**config.mk**
```make
export PLATFORM = sky130hd
export DESIGN_NAME = rf_write_arbiter
export DESIGN_NICKNAME = d
export VERILOG_FILES = /design/src/rtl/rf_write_arbiter.sv
export SDC_FILE = /design/constraint.sdc
export NUM_CORES = 1
export LEC_CHECK = 0
export ABC_AREA = 1
export BUFFER_PORTS_ARGS = -buffer_cell sky130_fd_sc_hd__clkbuf_2
export CAP_MARGIN = 5
export CORE_MARGIN = 5
export CORE_UTILIZATION = 51
export DETAILED_ROUTE_END_ITERATION = 8
export GPL_TIMING_DRIVEN = 1
export PLACE_DENSITY = 0.76
export SETUP_SLACK_MARGIN = 0.05
export SLEW_MARGIN = 20
export SYNTH_ARGS = -nofsm -noshare
export SYNTH_HDL_FRONTEND = slang
export SYNTH_SLANG_ARGS = --single-unit
```
**constraint.sdc**
```tcl
create_clock -name i_clk -period 2.4 [get_ports i_clk]
set_input_delay 0.12 -clock i_clk [delete_from_list [all_inputs] [get_ports i_clk]]
set_output_delay 0.12 -clock i_clk [all_outputs]
set_load 0.02 [all_outputs]
```
**src/rtl/rf_write_arbiter.sv**
```systemverilog
// rtl/rf_write_arbiter.sv - two-requester register-file write-port arbiter
// Per-requester FIFOs drained round-robin into a registered write port.

module rf_write_arbiter_fifo #(
  parameter int W     = 37,
  parameter int DEPTH = 2
) (
  input  logic         i_clk,
  input  logic         i_rst_n,
  input  logic         i_valid,
  output logic         o_ready,
  input  logic [W-1:0] i_data,
  input  logic         i_pop,
  output logic         o_nonempty,
  output logic [W-1:0] o_head
);
  localparam int PW = $clog2(DEPTH);
  localparam int CW = PW + 1;

  logic [W-1:0]  r_mem [DEPTH];
  logic [PW-1:0] r_wptr;
  logic [PW-1:0] r_rptr;
  logic [CW-1:0] r_cnt;
  logic          w_push;

  // Ready depends only on registered count, so a pop never frees space in the same cycle.
  assign o_ready    = i_rst_n && (r_cnt < CW'(DEPTH));
  assign w_push     = i_valid && o_ready;
  assign o_nonempty = (r_cnt != '0);
  assign o_head     = r_mem[r_rptr];

  always_ff @(posedge i_clk) begin
    if (w_push) r_mem[r_wptr] <= i_data;
  end

  always_ff @(posedge i_clk or negedge i_rst_n) begin
    if (!i_rst_n) begin
      r_wptr <= '0;
      r_rptr <= '0;
      r_cnt  <= '0;
    end else begin
      if (w_push) r_wptr <= r_wptr + 1'b1;
      if (i_pop)  r_rptr <= r_rptr + 1'b1;
      case ({w_push, i_pop})
        2'b10:   r_cnt <= r_cnt + CW'(1);
        2'b01:   r_cnt <= r_cnt - CW'(1);
        default: r_cnt <= r_cnt;
      endcase
    end
  end
endmodule

module rf_write_arbiter #(
  parameter int DW    = 32,
  parameter int AW    = 5,
  parameter int DEPTH = 2
) (
  input  logic          i_clk,
  input  logic          i_rst_n,
  input  logic          i_a_valid,
  output logic          o_a_ready,
  input  logic [AW-1:0] i_a_addr,
  input  logic [DW-1:0] i_a_data,
  input  logic          i_b_valid,
  output logic          o_b_ready,
  input  logic [AW-1:0] i_b_addr,
  input  logic [DW-1:0] i_b_data,
  output logic [AW-1:0] o_awr,
  output logic [DW-1:0] o_wr_data,
  output logic          o_we,
  output logic          o_busy
);
  localparam int EW = AW + DW;

  logic          w_a_ne, w_b_ne;
  logic [EW-1:0] w_a_head, w_b_head, w_sel;
  logic          w_grant_a, w_grant_b;
  logic [AW-1:0] w_sel_addr;
  logic          r_last_b;
  logic          r_we;
  logic [AW-1:0] r_awr;
  logic [DW-1:0] r_wr_data;

  rf_write_arbiter_fifo #(.W(EW), .DEPTH(DEPTH)) u_fifo_a (
    .i_clk(i_clk), .i_rst_n(i_rst_n), .i_valid(i_a_valid), .o_ready(o_a_ready),
    .i_data({i_a_addr, i_a_data}), .i_pop(w_grant_a), .o_nonempty(w_a_ne), .o_head(w_a_head)
  );

  rf_write_arbiter_fifo #(.W(EW), .DEPTH(DEPTH)) u_fifo_b (
    .i_clk(i_clk), .i_rst_n(i_rst_n), .i_valid(i_b_valid), .o_ready(o_b_ready),
    .i_data({i_b_addr, i_b_data}), .i_pop(w_grant_b), .o_nonempty(w_b_ne), .o_head(w_b_head)
  );

  // A wins a tie when B was granted last; grants alternate under sustained contention.
  assign w_grant_a  = w_a_ne && (!w_b_ne || r_last_b);
  assign w_grant_b  = w_b_ne && !w_grant_a;
  assign w_sel      = w_grant_a ? w_a_head : w_b_head;
  assign w_sel_addr = w_sel[EW-1:DW];

  always_ff @(posedge i_clk or negedge i_rst_n) begin
    if (!i_rst_n) begin
      r_last_b  <= 1'b1;
      r_we      <= 1'b0;
      r_awr     <= '0;
      r_wr_data <= '0;
    end else begin
      if (w_grant_a)      r_last_b <= 1'b0;
      else if (w_grant_b) r_last_b <= 1'b1;
      // Register 0 entries are consumed and count as a grant, but never strobe the port.
      if ((w_grant_a || w_grant_b) && (w_sel_addr != '0)) begin
        r_we      <= 1'b1;
        r_awr     <= w_sel_addr;
        r_wr_data <= w_sel[DW-1:0];
      end else begin
        r_we <= 1'b0;
      end
    end
  end

  assign o_we      = r_we;
  assign o_awr     = r_awr;
  assign o_wr_data = r_wr_data;
  assign o_busy    = r_we || w_a_ne || w_b_ne;
endmodule

```
## Yosys cells after proc, flatten, opt, wreduce, memory -nomap -nowiden

Memory sizes are Yosys's and may differ from the RTL's.
Index checks and enable logic that the tools add are counted.

| storage, ports and cells | value |
|---|---|
| bits in latches | 0 |
| flip-flop bits (word level) | 47 |
| output and inout bits | 41 |
| RAM bits | 148 |
| memories | 2 |
| memory bits (read-only) | 0 |
| logic and storage cells | 55 |

Memories:

| name | words | width | rd ports | clocked after memory_dff | wr ports | line | RTL |
|---|---|---|---|---|---|---|---|
| u_fifo_a.r_mem | 2 | 37 | 1 | 0 | 1 | 20 | `logic [W-1:0] r_mem [DEPTH];` |
| u_fifo_b.r_mem | 2 | 37 | 1 | 0 | 1 | 20 |  |

| cells by class | value |
|---|---|
| reductions and logical operators | 19 |
| bitwise logic cells | 0 |
| muxes and demuxes | 10 |
| add/subtract/negate cells | 8 |
| $mul | 0 |
| divide/modulo/power cells | 0 |
| equality and inequality tests | 4 |
| $lt $le $gt $ge | 2 |
| shifts and indexed selects | 0 |

Operator list:

| cell | number |
|---|---|
| $mux 37 | 1 |
| $reduce_bool 2->1 | 5 |
| $pmux 2 s2 | 2 |
| $logic_and 1x1->1 | 7 |
| $mux 1 | 7 |
| $reduce_bool 5->1 | 1 |
| $add 1x1->1 const B | 4 |
| $add 2x1->2 const B | 2 |
| $eq 2x1->1 const B | 2 |
| $eq 2x2->1 const B | 2 |
| $logic_or 1x1->1 | 4 |
| $lt 2x2->1 const B | 2 |
| $sub 2x1->2 const B | 2 |
| $logic_not 1->1 | 2 |

## Logic depth before layout (Yosys ltp)

Gate-level depths: netlist (run 1).

| depth | value |
|---|---|
| depth after elaboration | 9 |
| mapped depth | 12 |
| gate-level depth less buffers | 9 |

## Modules after synthesis

Synthesis (run 1) repeated with hierarchy kept, for this count alone.

| second synthesis, totals | value |
|---|---|
| cells, all modules | 740 |
| area, all modules | 8102.8 sq um |

By module, submodules not included:

| module | seq. area each (sq um) | area an instance (sq um) | cells each | instances |
|---|---|---|---|---|
| rf_write_arbiter_fifo | 2322.2 | 2964.1 | 218 | 2 |
| rf_write_arbiter | 977.2 | 2174.6 | 304 | 1 |

## Worst setup path after synthesis (run 1)

OpenSTA, ideal clock, no wires.

| timing path | value |
|---|---|
| path kind | reg-to-reg |
| start point | register u_fifo_b.r_cnt[1] |
| end point | memory u_fifo_b.r_mem[0][0] (enable) |
| setup slack | -0.589 ns |
| clock period less this slack | 2.989 ns |
| stages on the path, launching flop included | 4 |
| arrival time | 2.558 ns |
| library setup time | 0.431 ns |
| path through | dfrtp_1 -> nor2_1 -> nand2_1 -> nor2_1 |

| on the way | value |
|---|---|
| cells in the longest elaborated chain, start to end | 5 |

Ends and longest elaborated chain:

| item | line | RTL |
|---|---|---|
| from (decl) | 23 | `logic [CW-1:0] r_cnt;` |
| from (signal assigned) | 45 | `2'b10: r_cnt <= r_cnt + CW'(1);` |
| from (signal assigned) | 46 | `2'b01: r_cnt <= r_cnt - CW'(1);` |
| from (signal assigned) | 47 | `default: r_cnt <= r_cnt;` |
| $lt 2x2->1 | 27 | `assign o_ready = i_rst_n && (r_cnt < CW'(DEPTH));` |
| $logic_and 1x1->1 | 27 |  |
| via o_b_ready | 65 | `output logic o_b_ready,` |
| $logic_and 1x1->1 | 28 | `assign w_push = i_valid && o_ready;` |
| $mux 1 | 33 | `if (w_push) r_mem[r_wptr] <= i_data;` |
| $mux 1 (not written as such) | 33 |  |
| to (decl) | 20 |  |

The timed path passes the listed nets, and every way through them passes these cells.

## Worst setup path after layout (run 1)

| timing path | value |
|---|---|
| start point | register u_fifo_a.r_cnt[0] |
| end point | output o_busy |

| on the way | value |
|---|---|
| cells in the longest elaborated chain, start to end | 3 |

Ends and longest elaborated chain:

| item | line | RTL |
|---|---|---|
| from (decl) | 23 |  |
| from (signal assigned) | 45 |  |
| from (signal assigned) | 46 |  |
| from (signal assigned) | 47 |  |
| $reduce_bool 2->1 | 29 | `assign o_nonempty = (r_cnt != '0);` |
| $logic_or 1x1->1 (2 in series) | 123 | `assign o_busy = r_we \|\| w_a_ne \|\| w_b_ne;` |
| to (decl) | 71 | `output logic o_busy` |

Every way passes these cells.

==> flow_metrics.py, run 1 <==
metrics = {
    "hold_path": {
        "min_to": "u_fifo_a.r_wptr",
        "hp-start": "i_a_valid",
        "holdCritPathClass": "in2reg",
        "hold_path_depth": 3,
    },
    "job": {
        "drv_cap": 0,
    },
    "setup_path": {
        "worstPathArrival_ps": 2100,
        "required_ps": 2280,
        "r2r_slack_ps": 230,
        "reg2reg_depth": 11,
        "r2r-end": "o_wr_data[29]",
        "crit_path_end_kind": "primary output",
        "crit_type": "reg2out",
        "cp_max_fo": 12,
        "rr_startpoint": "u_fifo_a.r_rptr",
        "crit_path_start_kind": "flop",
    },
    "clock_tree": {
        "htreeDepth": 4,
        "cts_root_buffer": "clkbuf_16",
        "clk_latency_ps": 430,
        "clockBufferDepth": 2,
        "cts_sinks": 195,
        "cts_made_buffers": 17,
        "clk_pin_slew_worst_paths_ps": 70,
        "cts_tree": "built",
    },
    "sta": {
        "finalSetupViolCount": 0,
        "min_period_over_period_pct": 92.5,
        "relSlewSlack_pct": 58.0,
        "whs_ps": 186,
        "drv_slew": 0,
        "grt_setup_unrepaired": "false",
        "tightest_slew_ps": 630,
        "fmax_mhz": 451,
        "fin_skew_ps": 12.6,
        "hold_viol_final": 0,
        "period_needed_ps": 2220,
        "fin_tns_setup_ps": 0,
    },
    "logic_synthesis": {
        "synth_common_cells": "nand2_1 (252), edfxtp_1 (148), dfrtp_1 (46)",
        "synthCells": 677,
        "yosys_warnings": 0,
        "yosysTopAreaCellShare_pct": 56.8,
        "synth.cell_area_mm2": 0.00782,
        "synth_edf_count": 148,
        "async_reset_ff_share_pct": 24.1,
        "yosys.area.top_type": "edfxtp_1",
        "ys_top_cells_by_area": "edfxtp_1 (57%), dfrtp_1 (15%), nand2_1 (12%), nand3_1 (2.7%), a31oi_1 (2.6%)",
        "synth.net_count": 757,
        "ys_ff_latch": 195,
        "syn_area_per_cell_um2": 11.5,
        "synthDistinctLibCells": 31,
        "yosys.cell_count.top_type": "nand2_1",
        "yosys_most_used_dff": "edfxtp_1",
        "seq_area_frac_synth_pct": 71.9,
    },
    "finish": {
        "nNetsFinal": 953,
        "post-route-util_pct": 66.7,
        "final_layout_size_suffix_gt1_share_pct": 22.9,
        "diodes": 0,
        "area_growth_syn_to_layout_pct": 29.1,
        "final-instance-count-excl-fill": 1074,
        "final_area_mm2": 0.0101,
    },
    "floorplanning": {
        "initial_core_util_pct": 51.6,
        "ios": 119,
        "die_area_mm2": 0.0179,
        "num_rows": 45,
        "die_h_um": 134,
        "fp.coreArea_mm2": 0.0151,
        "die_x_um": 134,
    },
    "power_and_ir_drop": {
        "power.density_mw_per_mm2": 1280,
        "vdd_drop_max_v": 0.000701,
        "leakagePower_nw": 4.30,
    },
    "routing": {
        "via_count": 5536,
        "drt.antenna.violating_nets": 0,
        "routed_wl_mm": 18.4,
        "drt-pass1-iter-count": 5,
        "drc_errors": 0,
        "detail_route.vias_per_cell": 5.15,
        "drtIter0Drc": 423,
        "wl_per_cell_um": 17.2,
    },
    "placement": {
        "placedCellCount": 967,
        "numPortBuffers": 118,
        "place_area_mm2": 0.00869,
        "dp_hpwl_mm": 11.1,
        "gp_congestion": 0.868,
    },
    "grt": {
        "grt_max_degree": 48,
        "grt-ovfl-total": 0,
        "grt_antenna_before_repair": 0,
        "grt_pass1_vias": 5640,
        "grt_first_pass_wirelength_mm": 29.0,
        "gr-usage-all-layers_pct": 21.2,
    },
    "run_status": {
        "status": "finished, final reports clean",
    },
}
==> through the flow <==
stage          setup WS (ps)  total power [mW]
2_1_floorplan           -539              8.33
3_3_place_gp             336              9.64
3_5_place_dp             287              9.78
4_1_cts                 77.2              13.0
5_1_grt                 62.8              13.7
6_report                 181              12.9
==> cells in the final DEF, fill, tap and decap left out, drive strengths merged <==
master	count
a21oi	2
a31oi	32
buf	19
bufinv	5
clkbuf	136
clkinv	4
clkinvlp	1
dfrtp	46
dfstp	1
dlygate4sd3	75
edfxtp	148
ha	2
inv	26
nand2	272
nand3	43
nand4	1
nor2	45
o21a	1
o21ai	14
o21bai	1
or2	4
xnor2	4
xor2	4
==> worst max path at each step <==
stage                                       to         startpoint  cells past startpoint  slack, ps
after CTS                               o_busy  u_fifo_a.r_cnt[0]                      5         80
after global placement            o_wr_data[2]    u_fifo_a.r_rptr                     11        340
after global routing             o_wr_data[29]    u_fifo_a.r_rptr                     11         60
final                                   o_busy  u_fifo_a.r_cnt[0]                      5        180
after detailed placement         o_wr_data[29]    u_fifo_a.r_rptr                     11        290
after floorplan           u_fifo_a.r_mem[0][0]  u_fifo_a.r_cnt[1]                      3       -540
==> registers in the layout (all words and copies together), names as in the netlist, 2 cells and up <==
signal	flops
u_fifo_a.r_mem	74
u_fifo_b.r_mem	74
o_wr_data	32
o_awr	5
u_fifo_a.r_cnt	2
u_fifo_b.r_cnt	2
==> timing repair <==
item / 4_1_cts / 5_1_grt
gates resized for setup: 0 / 1
hold buffers: 75 / 0
setup endpoints to repair: 0 / 1
buffers inserted: 0 / 0
endpoints found under the hold margin: 194 / 0
==> per-layer routing <==
layer / global-route usage (%) / up-vias / part of all wire (%)
li1: - / 2676 / -
met1: 26.0 / 2649 / 41
met2: 37.6 / 192 / 52
met3: 4.99 / 19 / 5.6
met4: 6.11 / 0 / 1.2
met5: 0 / - / 0
==> logic make-up (layout without fill, tap and decap cells) <==
logic type      count (synthesis)  after routing  share of synthesized area [%]
simple gates                  365            365                           19.2
flops                         195            195                           71.9
buf+inv                        57            266                           3.74
compound gates                 50             50                           3.97
xor+xnor                        8              8                          0.896
fa+ha+maj                       2              2                          0.320
==> where the power goes <==
part           total [mW]  switching, mW  internal, mW
clock                3.10           1.23          1.87
combinational        4.96           3.21          1.75
sequential           4.84          0.438          4.41
==> worst max-delay path, stage by stage (launching register included) <==
cell and delay (ps):
dfrtp_1 420, or2_1 400, nor2_2 230, inv_2 160, or2_2 300, clkbuf_2 160
==> cell type report <==
| cell class | count | area (µm²) |
|---|---|---|
| well taps | 188 | 235 |
| multi-input cells | 425 | 1940 |
| repair buffers | 212 | 1560 |
| flip-flops and latches | 195 | 5620 |
| clock inverters | 14 | 224 |
| fillers | 1075 | 5050 |
| inverters | 22 | 82.6 |
| clock buffers | 18 | 429 |
(Power assumes the default switching activity.)
==> inputs of run 2 (changes only) <==
Settings changed: CELL_PAD_IN_SITES_DETAIL_PLACEMENT from default to 0, CELL_PAD_IN_SITES_GLOBAL_PLACEMENT from default to 1, CORE_UTILIZATION 51 to 41, PLACE_DENSITY 0.76 to default, PLACE_DENSITY_LB_ADDON from default to 0.1.
==> flow_metrics.py, run 2 (synthesized netlist as in run 1, its figures left out) <==
metrics = {
    "clock_tree": {
        "clk_pin_slew_worst_paths_ps": 70,
        "cts_root_buffer": "clkbuf_16",
        "post_cts_buffers": 0,
        "htreeDepth": 4,
        "clockBufferDepth": 2,
        "cts_tree": "built",
        "cts_made_buffers": 17,
        "cts_sinks": 195,
        "clk_latency_ps": 430,
    },
    "routing": {
        "drt.antenna.violating_nets": 0,
        "drtIter0Drc": 244,
        "drt-pass1-iter-count": 5,
        "drc_errors": 0,
        "via_count": 5303,
        "wl_per_cell_um": 16.5,
        "routed_wl_mm": 18.5,
        "detail_route.vias_per_cell": 4.73,
    },
    "setup_path": {
        "required_ps": 2280,
        "crit_type": "reg2out",
        "crit_path_end_kind": "primary output",
        "slowest_stage": "dfrtp_1",
        "critPathMaxStageDelay_ps": 410,
        "critPathTopFamily": "simple AND/OR/NAND/NOR gates",
        "cp_max_fo": 17,
        "worstPathCellList": "or2_1 > nor2_4 > inv_2 > or2_2 > clkbuf_2",
        "cp.buffers_inverters": 2,
        "crit_path_start_kind": "flop",
        "worstPathArrival_ps": 2090,
    },
    "sta": {
        "drv_slew": 0,
        "whs_ps": 184,
        "fin_ws_ps": 190,
        "fin_skew_ps": 12.1,
        "fmax_mhz": 453,
        "grt_setup_unrepaired": "false",
        "tightest_slew_ps": 646,
        "period_needed_ps": 2210,
        "relSlewSlack_pct": 56.9,
        "min_period_over_period_pct": 92.1,
        "fin_tns_setup_ps": 0,
        "hold_viol_final": 0,
        "finalSetupViolCount": 0,
    },
    "placement": {
        "gp_congestion": 0.819,
        "placedCellCount": 1014,
        "dp_hpwl_mm": 12.2,
        "pre_cts_ws_ps": 287,
        "numPortBuffers": 118,
    },
    "power_and_ir_drop": {
        "vdd_drop_max_v": 0.000548,
        "power.density_mw_per_mm2": 1240,
        "leakagePower_nw": 4.25,
        "finalPower_mw": 12.5,
    },
    "floorplanning": {
        "ios": 119,
        "die_h_um": 148,
        "num_rows": 50,
        "initial_core_util_pct": 41.7,
        "fp.coreArea_mm2": 0.0188,
        "die_area_mm2": 0.0219,
        "die_x_um": 148,
    },
    "grt": {
        "grt_pass1_vias": 5274,
        "grt_first_pass_wirelength_mm": 29.2,
        "grt_max_degree": 48,
        "grt_antenna_before_repair": 2,
        "grt-ovfl-total": 0,
        "gr-usage-all-layers_pct": 17.4,
    },
    "finish": {
        "area_growth_syn_to_layout_pct": 28.5,
        "nNetsFinal": 954,
        "final_cell_mix": "nand2_1 (252), edfxtp_1 (148), clkbuf_2 (118), dlygate4sd3_1 (75), dfrtp_1 (44)",
        "final-instance-count-excl-fill": 1122,
        "layout_commonest_cell": "nand2_1",
        "final_layout_size_suffix_gt1_share_pct": 23.3,
    },
    "run_status": {
        "status": "finished, final reports clean",
    },
    "hold_path": {
        "holdCritPathClass": "in2reg",
    },
    "job": {
        "drv_cap": 0,
    },
}
## run 2: tightest hold or removal path: stages
cell,delay [ps]
clkbuf_2,80
nand2_1,260
xor2_1,110
## run 2: where the power goes
part	internal (mW)	switching (mW)
Combinational	1.71	3.25
Clock	1.38	1.33
Sequential	4.41	0.423
## run 2: worst paths after layout
path | startpoint | endpoint | slack, ps | depth (start not counted)
max in group asynchronous | i_rst_n | u_fifo_b.r_rptr | 1540 | 3
hold / removal | i_a_valid | u_fifo_a.r_wptr | 180 | 3
setup reg to reg | u_fifo_a.r_rptr | o_wr_data[20] | 270 | 11
setup / recovery | u_fifo_a.r_cnt[0] | o_busy | 190 | 5
min in group asynchronous | i_rst_n | u_fifo_a.r_rptr | 380 | 3
hold reg to reg | o_wr_data[26] | o_wr_data[26] | 480 | 2
## run 2: per-stage QoR
step	area, µm²	util [%]
floorplan	7830	-
global placement	8720	46.5
detailed placement	8720	46.5
CTS	10000	53.5
global route	10000	53.5
finish	10000	53.5
## run 2: per-layer routing
layer	vias up	GRT usage (%)	wire [µm]
met5	-	0	0
met4	0	4.11	152
met3	8	4.24	930
met2	115	28.9	9050
met1	2501	23.4	8390
li1	2679	-	-
## run 2: cell type report
type	instances	area [µm²]
inverters	22	82.6
fillers	1686	8720
repair buffers	213	1530
diodes	2	5.00
multi-input cells	425	1950
clock buffers	17	425
clock inverters	14	139
flip-flops and latches	195	5620
well taps	234	293
## run 2: repair_timing
action	4_1_cts	5_1_grt
hold endpoints to repair	194	0
setup endpoints to repair	1	1
resized for setup	1	1
hold buffers	75	0
gates cloned	0	0
